[src/rtl/cpu_pkg.sv]
`default_nettype none
// ============================================================================
// Module   : cpu_pkg
// Brief    : Shared encodings for the execute unit: FSM states, opcodes and
//            the multiplier iteration count.
// Revision : 1.0 - initial release
// ============================================================================
package cpu_pkg;

    typedef enum logic [2:0] {
        ST_IDLE = 3'd0,
        ST_READ = 3'd1,
        ST_EXEC = 3'd2,
        ST_MUL  = 3'd3,
        ST_WB   = 3'd4
    } state_t;

    typedef enum logic [2:0] {
        OP_ADD = 3'b000,
        OP_SUB = 3'b001,
        OP_AND = 3'b010,
        OP_OR  = 3'b011,
        OP_XOR = 3'b100,
        OP_SLT = 3'b101,
        OP_MUL = 3'b110,
        OP_MOV = 3'b111
    } opcode_t;

    localparam int c_mul_iter  = 16;
    localparam int c_mul_cnt_w = $clog2(c_mul_iter);

endpackage
`default_nettype wire

[src/rtl/alu_comb.sv]
`default_nettype none
// ============================================================================
// Module   : alu_comb
// Brief    : Single-cycle combinational ALU (ADD..MOV) with carry/zero status.
// Revision : 1.0 - initial release
// ============================================================================
module alu_comb
    import cpu_pkg::*;
#(
    parameter int DATA_W = 16
) (
    input  opcode_t           i_opcode,
    input  logic [DATA_W-1:0] i_a,
    input  logic [DATA_W-1:0] i_b,
    output logic [DATA_W-1:0] o_result,
    output logic              o_carry,
    output logic              o_zero
);

    logic [DATA_W:0] w_sum;
    logic            w_lt;

    assign w_sum = {1'b0, i_a} + {1'b0, i_b};
    assign w_lt  = (i_a < i_b);

    always_comb begin
        o_result = '0;
        o_carry  = 1'b0;
        case (i_opcode)
            OP_ADD: begin
                o_result = w_sum[DATA_W-1:0];
                o_carry  = w_sum[DATA_W];
            end
            OP_SUB: begin
                o_result = i_a - i_b;
                o_carry  = w_lt;    // borrow
            end
            OP_AND:  o_result = i_a & i_b;
            OP_OR:   o_result = i_a | i_b;
            OP_XOR:  o_result = i_a ^ i_b;
            OP_SLT:  o_result = {{(DATA_W-1){1'b0}}, w_lt};
            OP_MOV:  o_result = i_a;
            default: o_result = '0;     // MUL is handled iteratively upstream
        endcase
    end

    assign o_zero = (o_result == '0);

endmodule
`default_nettype wire

[src/rtl/execute_unit.sv]
`default_nettype none
// ============================================================================
// Module   : execute_unit
// Brief    : Multi-cycle execute stage: register read, ALU or shift-add
//            multiply, single-cycle register write-back with status flags.
// Revision : 1.0 - initial release
// ============================================================================
module execute_unit
    import cpu_pkg::*;
#(
    parameter int DATA_W = 16,
    parameter int ADDR_W = 4
) (
    input  logic              clk,
    input  logic              reset,
    input  logic              start,
    input  logic [2:0]        opcode,
    input  logic [ADDR_W-1:0] rs1,
    input  logic [ADDR_W-1:0] rs2,
    input  logic [ADDR_W-1:0] rd,
    output logic [ADDR_W-1:0] address_a,
    output logic [ADDR_W-1:0] address_b,
    input  logic [DATA_W-1:0] data_a,
    input  logic [DATA_W-1:0] data_b,
    output logic              write_enable,
    output logic [ADDR_W-1:0] address_w,
    output logic [DATA_W-1:0] data_in_w,
    output logic              busy,
    output logic              done,
    output logic              flag_zero,
    output logic              flag_carry
);

    state_t                 r_state;
    state_t                 w_state_next;
    opcode_t                r_opcode;
    logic [ADDR_W-1:0]      r_rs1;
    logic [ADDR_W-1:0]      r_rs2;
    logic [ADDR_W-1:0]      r_rd;
    logic [DATA_W-1:0]      r_op_a;
    logic [DATA_W-1:0]      r_op_b;
    logic [DATA_W-1:0]      r_acc;
    logic [c_mul_cnt_w-1:0] r_cnt;
    logic                   r_carry_pend;
    logic                   r_we;
    logic                   r_done;
    logic [ADDR_W-1:0]      r_address_w;
    logic [DATA_W-1:0]      r_data_in_w;
    logic                   r_flag_zero;
    logic                   r_flag_carry;

    logic [DATA_W-1:0]      w_alu_result;
    logic                   w_alu_carry;
    logic                   w_alu_zero;
    logic [DATA_W-1:0]      w_acc_next;
    logic                   w_mul_last;
    logic                   w_enter_wb;

    alu_comb #(
        .DATA_W (DATA_W)
    ) u_alu (
        .i_opcode (r_opcode),
        .i_a      (r_op_a),
        .i_b      (r_op_b),
        .o_result (w_alu_result),
        .o_carry  (w_alu_carry),
        .o_zero   (w_alu_zero)
    );

    // Multiplicand shifts left and multiplier shifts right each MUL cycle
    assign w_acc_next = r_acc + (r_op_b[0] ? r_op_a : '0);
    assign w_mul_last = (r_cnt == c_mul_cnt_w'(c_mul_iter - 1));

    always_ff @(posedge clk) begin
        if (!reset) begin
            r_state <= ST_IDLE;
        end else begin
            r_state <= w_state_next;
        end
    end

    always_comb begin
        w_state_next = r_state;
        case (r_state)
            ST_IDLE: if (start) w_state_next = ST_READ;
            ST_READ: w_state_next = ST_EXEC;
            ST_EXEC: w_state_next = (r_opcode == OP_MUL) ? ST_MUL : ST_WB;
            ST_MUL:  if (w_mul_last) w_state_next = ST_WB;
            ST_WB:   w_state_next = ST_IDLE;
            default: w_state_next = ST_IDLE;
        endcase
    end

    assign w_enter_wb = (w_state_next == ST_WB);

    always_ff @(posedge clk) begin
        if (!reset) begin
            r_opcode     <= OP_ADD;
            r_rs1        <= '0;
            r_rs2        <= '0;
            r_rd         <= '0;
            r_op_a       <= '0;
            r_op_b       <= '0;
            r_acc        <= '0;
            r_cnt        <= '0;
            r_carry_pend <= 1'b0;
            r_we         <= 1'b0;
            r_done       <= 1'b0;
            r_address_w  <= '0;
            r_data_in_w  <= '0;
            r_flag_zero  <= 1'b0;
            r_flag_carry <= 1'b0;
        end else begin
            r_we   <= w_enter_wb;
            r_done <= w_enter_wb;
            // Write port registers only move on WB entry so they hold otherwise
            if (w_enter_wb) begin
                r_address_w <= r_rd;
                r_data_in_w <= (r_state == ST_MUL) ? w_acc_next : w_alu_result;
            end
            case (r_state)
                ST_IDLE: begin
                    if (start) begin
                        r_opcode <= opcode_t'(opcode);
                        r_rs1    <= rs1;
                        r_rs2    <= rs2;
                        r_rd     <= rd;
                    end
                end
                ST_READ: begin
                    r_op_a <= data_a;
                    r_op_b <= data_b;
                end
                ST_EXEC: begin
                    if (r_opcode == OP_MUL) begin
                        r_acc        <= '0;
                        r_cnt        <= '0;
                        r_carry_pend <= 1'b0;
                    end else begin
                        r_carry_pend <= w_alu_carry;
                    end
                end
                ST_MUL: begin
                    r_acc  <= w_acc_next;
                    r_op_a <= r_op_a << 1;
                    r_op_b <= r_op_b >> 1;
                    r_cnt  <= r_cnt + 1'b1;
                end
                ST_WB: begin
                    r_flag_zero  <= (r_data_in_w == '0);
                    r_flag_carry <= r_carry_pend;
                end
                default: ;
            endcase
        end
    end

    assign address_a    = r_rs1;
    assign address_b    = r_rs2;
    assign write_enable = r_we;
    assign done         = r_done;
    assign address_w    = r_address_w;
    assign data_in_w    = r_data_in_w;
    assign busy         = (r_state != ST_IDLE);
    assign flag_zero    = r_flag_zero;
    assign flag_carry   = r_flag_carry;

    // ALU zero status is recomputed from the written value at WB
    logic w_unused;
    assign w_unused = w_alu_zero;

endmodule
`default_nettype wire

[config.mk]
export PLATFORM = sky130hd
export DESIGN_NAME = execute_unit
export DESIGN_NICKNAME = d
export VERILOG_FILES = /design/src/rtl/cpu_pkg.sv /design/src/rtl/alu_comb.sv /design/src/rtl/execute_unit.sv
export SDC_FILE = /design/constraint.sdc
export NUM_CORES = 1
export LEC_CHECK = 0
export BUFFER_PORTS_ARGS = -buffer_cell sky130_fd_sc_hd__buf_2
export CAP_MARGIN = 20
export CORE_UTILIZATION = 50
export DETAILED_ROUTE_END_ITERATION = 10
export GPL_ROUTABILITY_DRIVEN = 0
export GPL_TIMING_DRIVEN = 0
export PLACE_DENSITY = 0.71
export SLEW_MARGIN = 25
export SYNTH_ARGS = -nofsm -noshare
export SYNTH_HDL_FRONTEND = slang
export SYNTH_HIERARCHICAL = 1
export SYNTH_SLANG_ARGS = --single-unit
[constraint.sdc]
create_clock -name clk -period 4 [get_ports clk]
set_input_delay 0.8 -clock clk [delete_from_list [all_inputs] [get_ports clk]]
set_output_delay 0.8 -clock clk [all_outputs]
set_load 0.02 [all_outputs]
==> results of run 1 <==
registers in the layout, indices dropped and copies added, names as in the netlist:
register and flops:
address_a 4, address_b 4, address_w 4, data_in_w 16
done 1, flag_carry 1, flag_zero 1, r_acc 16
r_carry_pend 1, r_cnt 4, r_op_a 16, r_op_b 16
r_opcode 3, r_rd 4, r_state 3
worst max-delay path: stages, from the launching register on:
cell	delay, ps
dfxtp_1	480
inv_1	160
ha_1	360
or2_1	240
a211o_1	290
a31oi_1	340
a221oi_1	220
o41ai_1	610
nor2b_1	120
o22ai_1	190
o2111ai_1	200
o221ai_1	230
a31oi_1	70
metal layers:
metal  GRT usage  routed length (µm)  part of all wire
met1      0.4167               10150              0.45
met2      0.4598                9455              0.42
met3     0.06780                1823             0.081
met4      0.1310                 948             0.042
met5           0                   0                 0
per-stage QoR:
step                std cells  setup slack, ps
finish                   1227            356.5
global route             1227            122.2
CTS                      1227            202.2
detailed placement       1212            322.2
global placement         1212            341.5
floorplan                 951             1086
layout make-up:
class,count,area [µm²],area share
clock inverter,6,95.09,0.01146
clock buffer,9,225.2,0.02713
timing repair buffer,81,405.4,0.04884
sequential,94,1882,0.2267
buffer,63,299.0,0.03603
multi-input combinational,742,4974,0.5992
tap,180,225.2,0.02713
inverter,52,195.2,0.02352
worst min path at each step:
| stage | to | slack, ps |
|---|---|---|
| after floorplan | r_cnt[3] | 420 |
| after global placement | address_w[2] | 440 |
| after detailed placement | address_a[0] | 440 |
| after CTS | address_a[0] | 450 |
| after global routing | address_w[0] | 480 |
| final | address_w[3] | 460 |
timing repair:
action                                 in CTS  in global routing
setup endpoints to repair                   0                  1
resized for setup                           0                  2
endpoints found under the hold margin       0                  0
power breakdown:
group	total [mW]	internal [mW]	switching, mW
sequential	1.05	0.983	0.0672
clock	0.951	0.551	0.400
combinational	0.799	0.294	0.504
==> reports/metrics.yaml, run 1 <==
run_status:
  status: "finished, final reports clean"
die:
  die-height_um: 123.2
  start_util: 0.5208
  core_area_um2: 14100
  die_x_um: 123.2
  dieArea_um2: 15170
  boundaryPins: 83
  row_count: 43
logic_synthesis:
  netlist_instances: 951
  syn_nets: 1070
  netlist_area_um2: 7341
  synth_warnings: 6
  synth.avg_cell_area_um2: 7.719
setup_path:
  critical_path.startpoint: "r_op_a[1]"
  crit_fanout: 7
  path_class: "reg2reg"
  r2r_end: "data_in_w[15]"
  required_ps: 4210
  cp-end-kind: "register"
  r2r.worst_path.cells: 12
  endpoint: "data_in_w[15]"
  crit_path_start_kind: "register"
  worstPathArrival_ps: 3860
  timing.reg2reg.setup_slack_ps: 360
  reg2reg_from: "r_op_a[1]"
grt:
  antenna_found_initial: 0
  grt_max_degree: 17
  grt_use_total: 0.3052
  grt_pass1_vias: 6849
  grt_pass1_wl_um: 35320
  grt.overflow.total: 0
clocking:
  cts_buffers: 9
  postCtsSetupBuffers: 0
  cts_hold_buf: 0
  clkSlewWorstSetupHoldPaths_ps: 70
  clock-sinks: 94
  clockBufferDepth: 2
  root_buffer: "clkbuf_16"
  insertion_delay_ps: 360
  tritoncts: "done"
  htree_levels: 3
sta:
  fin_setup_tns_ps: 0
  hold_slack_ps: 455.1
  fin_crit_sh: 0.9109
  maxSlewHeadroom: 0.4959
  period_needed_ps: 3644
  skew_ps: 8.330
  max_freq_mhz: 274.5
  hold_viol: 0
  tightest_slew_ps: 751.1
  rsz0062_at_grt: "no"
  finalSetupViolCount: 0
  drv_slew: 0
routing:
  vias: 7482
  drt_wl_total_um: 22380
  via_per_inst: 6.098
  drtIter0Drc: 742
  drc: 0
  routedWlPerCell_um: 18.24
  postRouteAntennaNets: 0
  firstDrtPassIters: 5
power:
  cellLeakagePower_nw: 3.456
  max-vdd-ir-drop_v: 0.0003211
  pwr_density_cell_nw_per_um2: 337.3
  power.total_mw: 2.800
cells_and_area:
  area_growth_pct: 13.07
  stdcell_area_um2: 8300
  layout-drive-gt1-share: 0.1356
  final_common_cell: "nand2_1"
  most-common-layout-cells: "nand2_1, a21oi_1, buf_2, dfxtp_1, nor2_1"
  utilization: 0.5889
  nets: 1162
  fill_cells: 1332
  n_antenna_cell: 0
hold_path:
  hold_path.class: "reg2reg"
  hold_depth: 2
  worstHoldStart: "r_rd[3]"
placement:
  dpl_cell_area_um2: 7976
  dp_hpwl_um: 17130
  port_buffers: 81
flow_run:
  cap_violations: 0
Note: power is estimated with default switching activity, not from simulation.
==> run 2, diff against run 1 <==
- SYNTH_HIERARCHICAL: 1 -> not set
==> reports/metrics.yaml, run 2 <==
setup_path:
  required_ps: 4260  # +50 ps
  crit_fanout: 5  # -2
  path_class: "reg2reg"
  worstPathArrival_ps: 3740  # -120 ps
  crit_path_start_kind: "register"
  cp-end-kind: "register"
clocking:
  tritoncts: "done"
  clockBufferDepth: 2  # unchanged
  clock-sinks: 94  # unchanged
  postCtsSetupBuffers: 0  # unchanged
  cts_buffers: 9  # unchanged
  clkSlewWorstSetupHoldPaths_ps: 70  # about the same
  post_cts_resized: 0  # unchanged
  insertion_delay_ps: 360  # about the same
  cts_hold_buf: 0  # unchanged
  root_buffer: "clkbuf_16"
  htree_levels: 3  # unchanged
logic_synthesis:
  yosysTopAreaCell: "dfxtp_1"
  synth_cell_types: 77
  async_flop_share: 0
  syn_nets: 1117  # +4.4%
  synth_warnings: 0  # -6
  netlist_area_um2: 7465  # +1.7%
  synth-edff-count: 0
  synth.ff_latch_count: 94
  synth.avg_cell_area_um2: 7.495  # -2.9%
  netlist_instances: 996  # +4.7%
  ys_seq_area_frac: 0.2521
  synth_commonest_cells: "nand2_1, dfxtp_1, nor2_1, ha_1, o21ai_0"
  yosys.area.top_type_share: 0.2521
  yosysMostFrequentCell: "nand2_1"
  ys.flop_type: "dfxtp_1"
  yosys-top-cells-area: "dfxtp_1, ha_1, nand2_1"
cells_and_area:
  area_growth_pct: 13.39
  fill_cells: 1407  # +5.6%
  nets: 1210  # +4.1%
  final_common_cell: "nand2_1"
  layout-drive-gt1-share: 0.1207  # -0.01497
  fin_cells: 1278  # +4.2%
  n_antenna_cell: 0  # unchanged
  most-common-layout-cells: "nand2_1, dfxtp_1, buf_2, nor2_1"
routing:
  routedWlPerCell_um: 19.34  # +6.0%
  postRouteAntennaNets: 0  # unchanged
  drc: 0  # unchanged
  firstDrtPassIters: 6  # +1
  via_per_inst: 6.135  # +0.62%
  drt_wl_total_um: 24710  # +10%
  vias: 7841  # +4.8%
  drtIter0Drc: 943  # +27%
sta:
  drv_slew: 0  # unchanged
  max_freq_mhz: 286.7  # +4.5%
  skew_ps: 5.033  # -3.296 ps
  hold_viol: 0  # unchanged
  fin_crit_sh: 0.8719  # -0.03900
  maxSlewHeadroom: 0.2809  # -0.2150
  tightest_slew_ps: 1079  # +327.6 ps
  fin_setup_tns_ps: 0  # unchanged
  period_needed_ps: 3488  # -156.0 ps
  finalSetupViolCount: 0  # unchanged
  rsz0062_at_grt: "no"
grt:
  grt_max_degree: 17  # unchanged
  grt_pass1_wl_um: 37870  # +7.2%
  grt.overflow.total: 0  # unchanged
  grt_pass1_vias: 6987  # +2.0%
  antenna_found_initial: 0  # unchanged
  grt_use_total: 0.3286  # +0.02340
die:
  dieArea_um2: 15420  # +1.7%
  die-height_um: 124.2  # +0.83%
  row_count: 44  # +2.3%
  die_x_um: 124.2  # +0.83%
  start_util: 0.5136  # -0.007169
  boundaryPins: 83  # unchanged
  core_area_um2: 14530  # +3.1%
run_status:
  status: "finished, final reports clean"
placement:
  dp_hpwl_um: 18590  # +8.5%
  dp.cells: 1262  # +4.1%
  port_buffers: 82  # +1.2%
power:
  cellLeakagePower_nw: 3.719  # +7.6%
  max-vdd-ir-drop_v: 0.0002396  # -25%
  pwr_density_cell_nw_per_um2: 348.1  # +3.2%
  power.total_mw: 2.947  # +5.2%
hold_path:
  hold_path.class: "reg2reg"
flow_run:
  cap_violations: 0  # unchanged
==> run 2: per-layer routing <==
layer	vias to the layer above	track usage	part of all wire
met2	357	0.4993	0.43
met1	3677	0.4446	0.45
met5	-	0	0
li1	3723	-	-
met3	84	0.06410	0.076
met4	0	0.1533	0.044
==> run 2: kinds of logic after synthesis <==
| family | count (synthesis) | share of synthesized area |
|---|---|---|
| flip-flops | 94 | 0.2521 |
| AO/OA/AOI/OAI | 276 | 0.2439 |
| AND/OR/NAND/NOR | 392 | 0.2456 |
| XOR/XNOR | 17 | 0.01995 |
| multiplexers | 34 | 0.04559 |
| adder cells (fa/ha/maj) | 71 | 0.1220 |
| buffers and inverters | 112 | 0.07090 |
==> run 2: cell type report <==
cell class,instances,area [µm²],area share
clock inverter,6,115.1,0.01360
clock buffer,10,239.0,0.02823
buffer,62,341.6,0.04035
multi-input combinational,790,5059,0.5976
timing repair buffer,82,410.4,0.04848
tap,184,230.2,0.02720
sequential,94,1882,0.2223
inverter,50,187.7,0.02217
==> run 2: critical path, stage by stage (launching register included) <==
cell	delay [ps]
dfxtp_1	450
inv_1	130
ha_1	220
fa_1	410
or2_2	330
a221oi_1	570
o211a_1	320
nor3_1	80
o41a_1	360
nor3_1	140
o22ai_1	140
a22o_1	240
==> run 2: per-stage QoR <==
stage | setup WS, ps | cell area, µm² | hold WS (ps) | util
2_1_floorplan | 1126 | 7465 | 423.5 | -
3_3_place_gp | 633.6 | 8105 | 448.2 | 0.5577
3_5_place_dp | 609.7 | 8110 | 453.1 | 0.5580
4_1_cts | 587.8 | 8464 | 464.3 | 0.5824
5_1_grt | 374.0 | 8464 | 480.7 | 0.5824
6_report | 512.5 | 8464 | 459.0 | 0.5824
==> run 2: final timing paths <==
check             startpoint             to  slack (ps)  depth (start not counted)
setup / recovery   r_op_a[0]  data_in_w[14]         510                         11
hold / removal    flag_carry     flag_carry         460                          2
setup reg to reg   r_op_a[0]  data_in_w[14]         510                         11
hold reg to reg   flag_carry     flag_carry         460                          2
==> run 2: report_power, final <==
group / leakage (nW) / total, mW / internal (mW) / switching [mW]
Sequential: 0.766 / 1.03 / 0.981 / 0.0495
Combinational: 2.78 / 0.866 / 0.323 / 0.543
Clock: 0.175 / 1.05 / 0.634 / 0.415
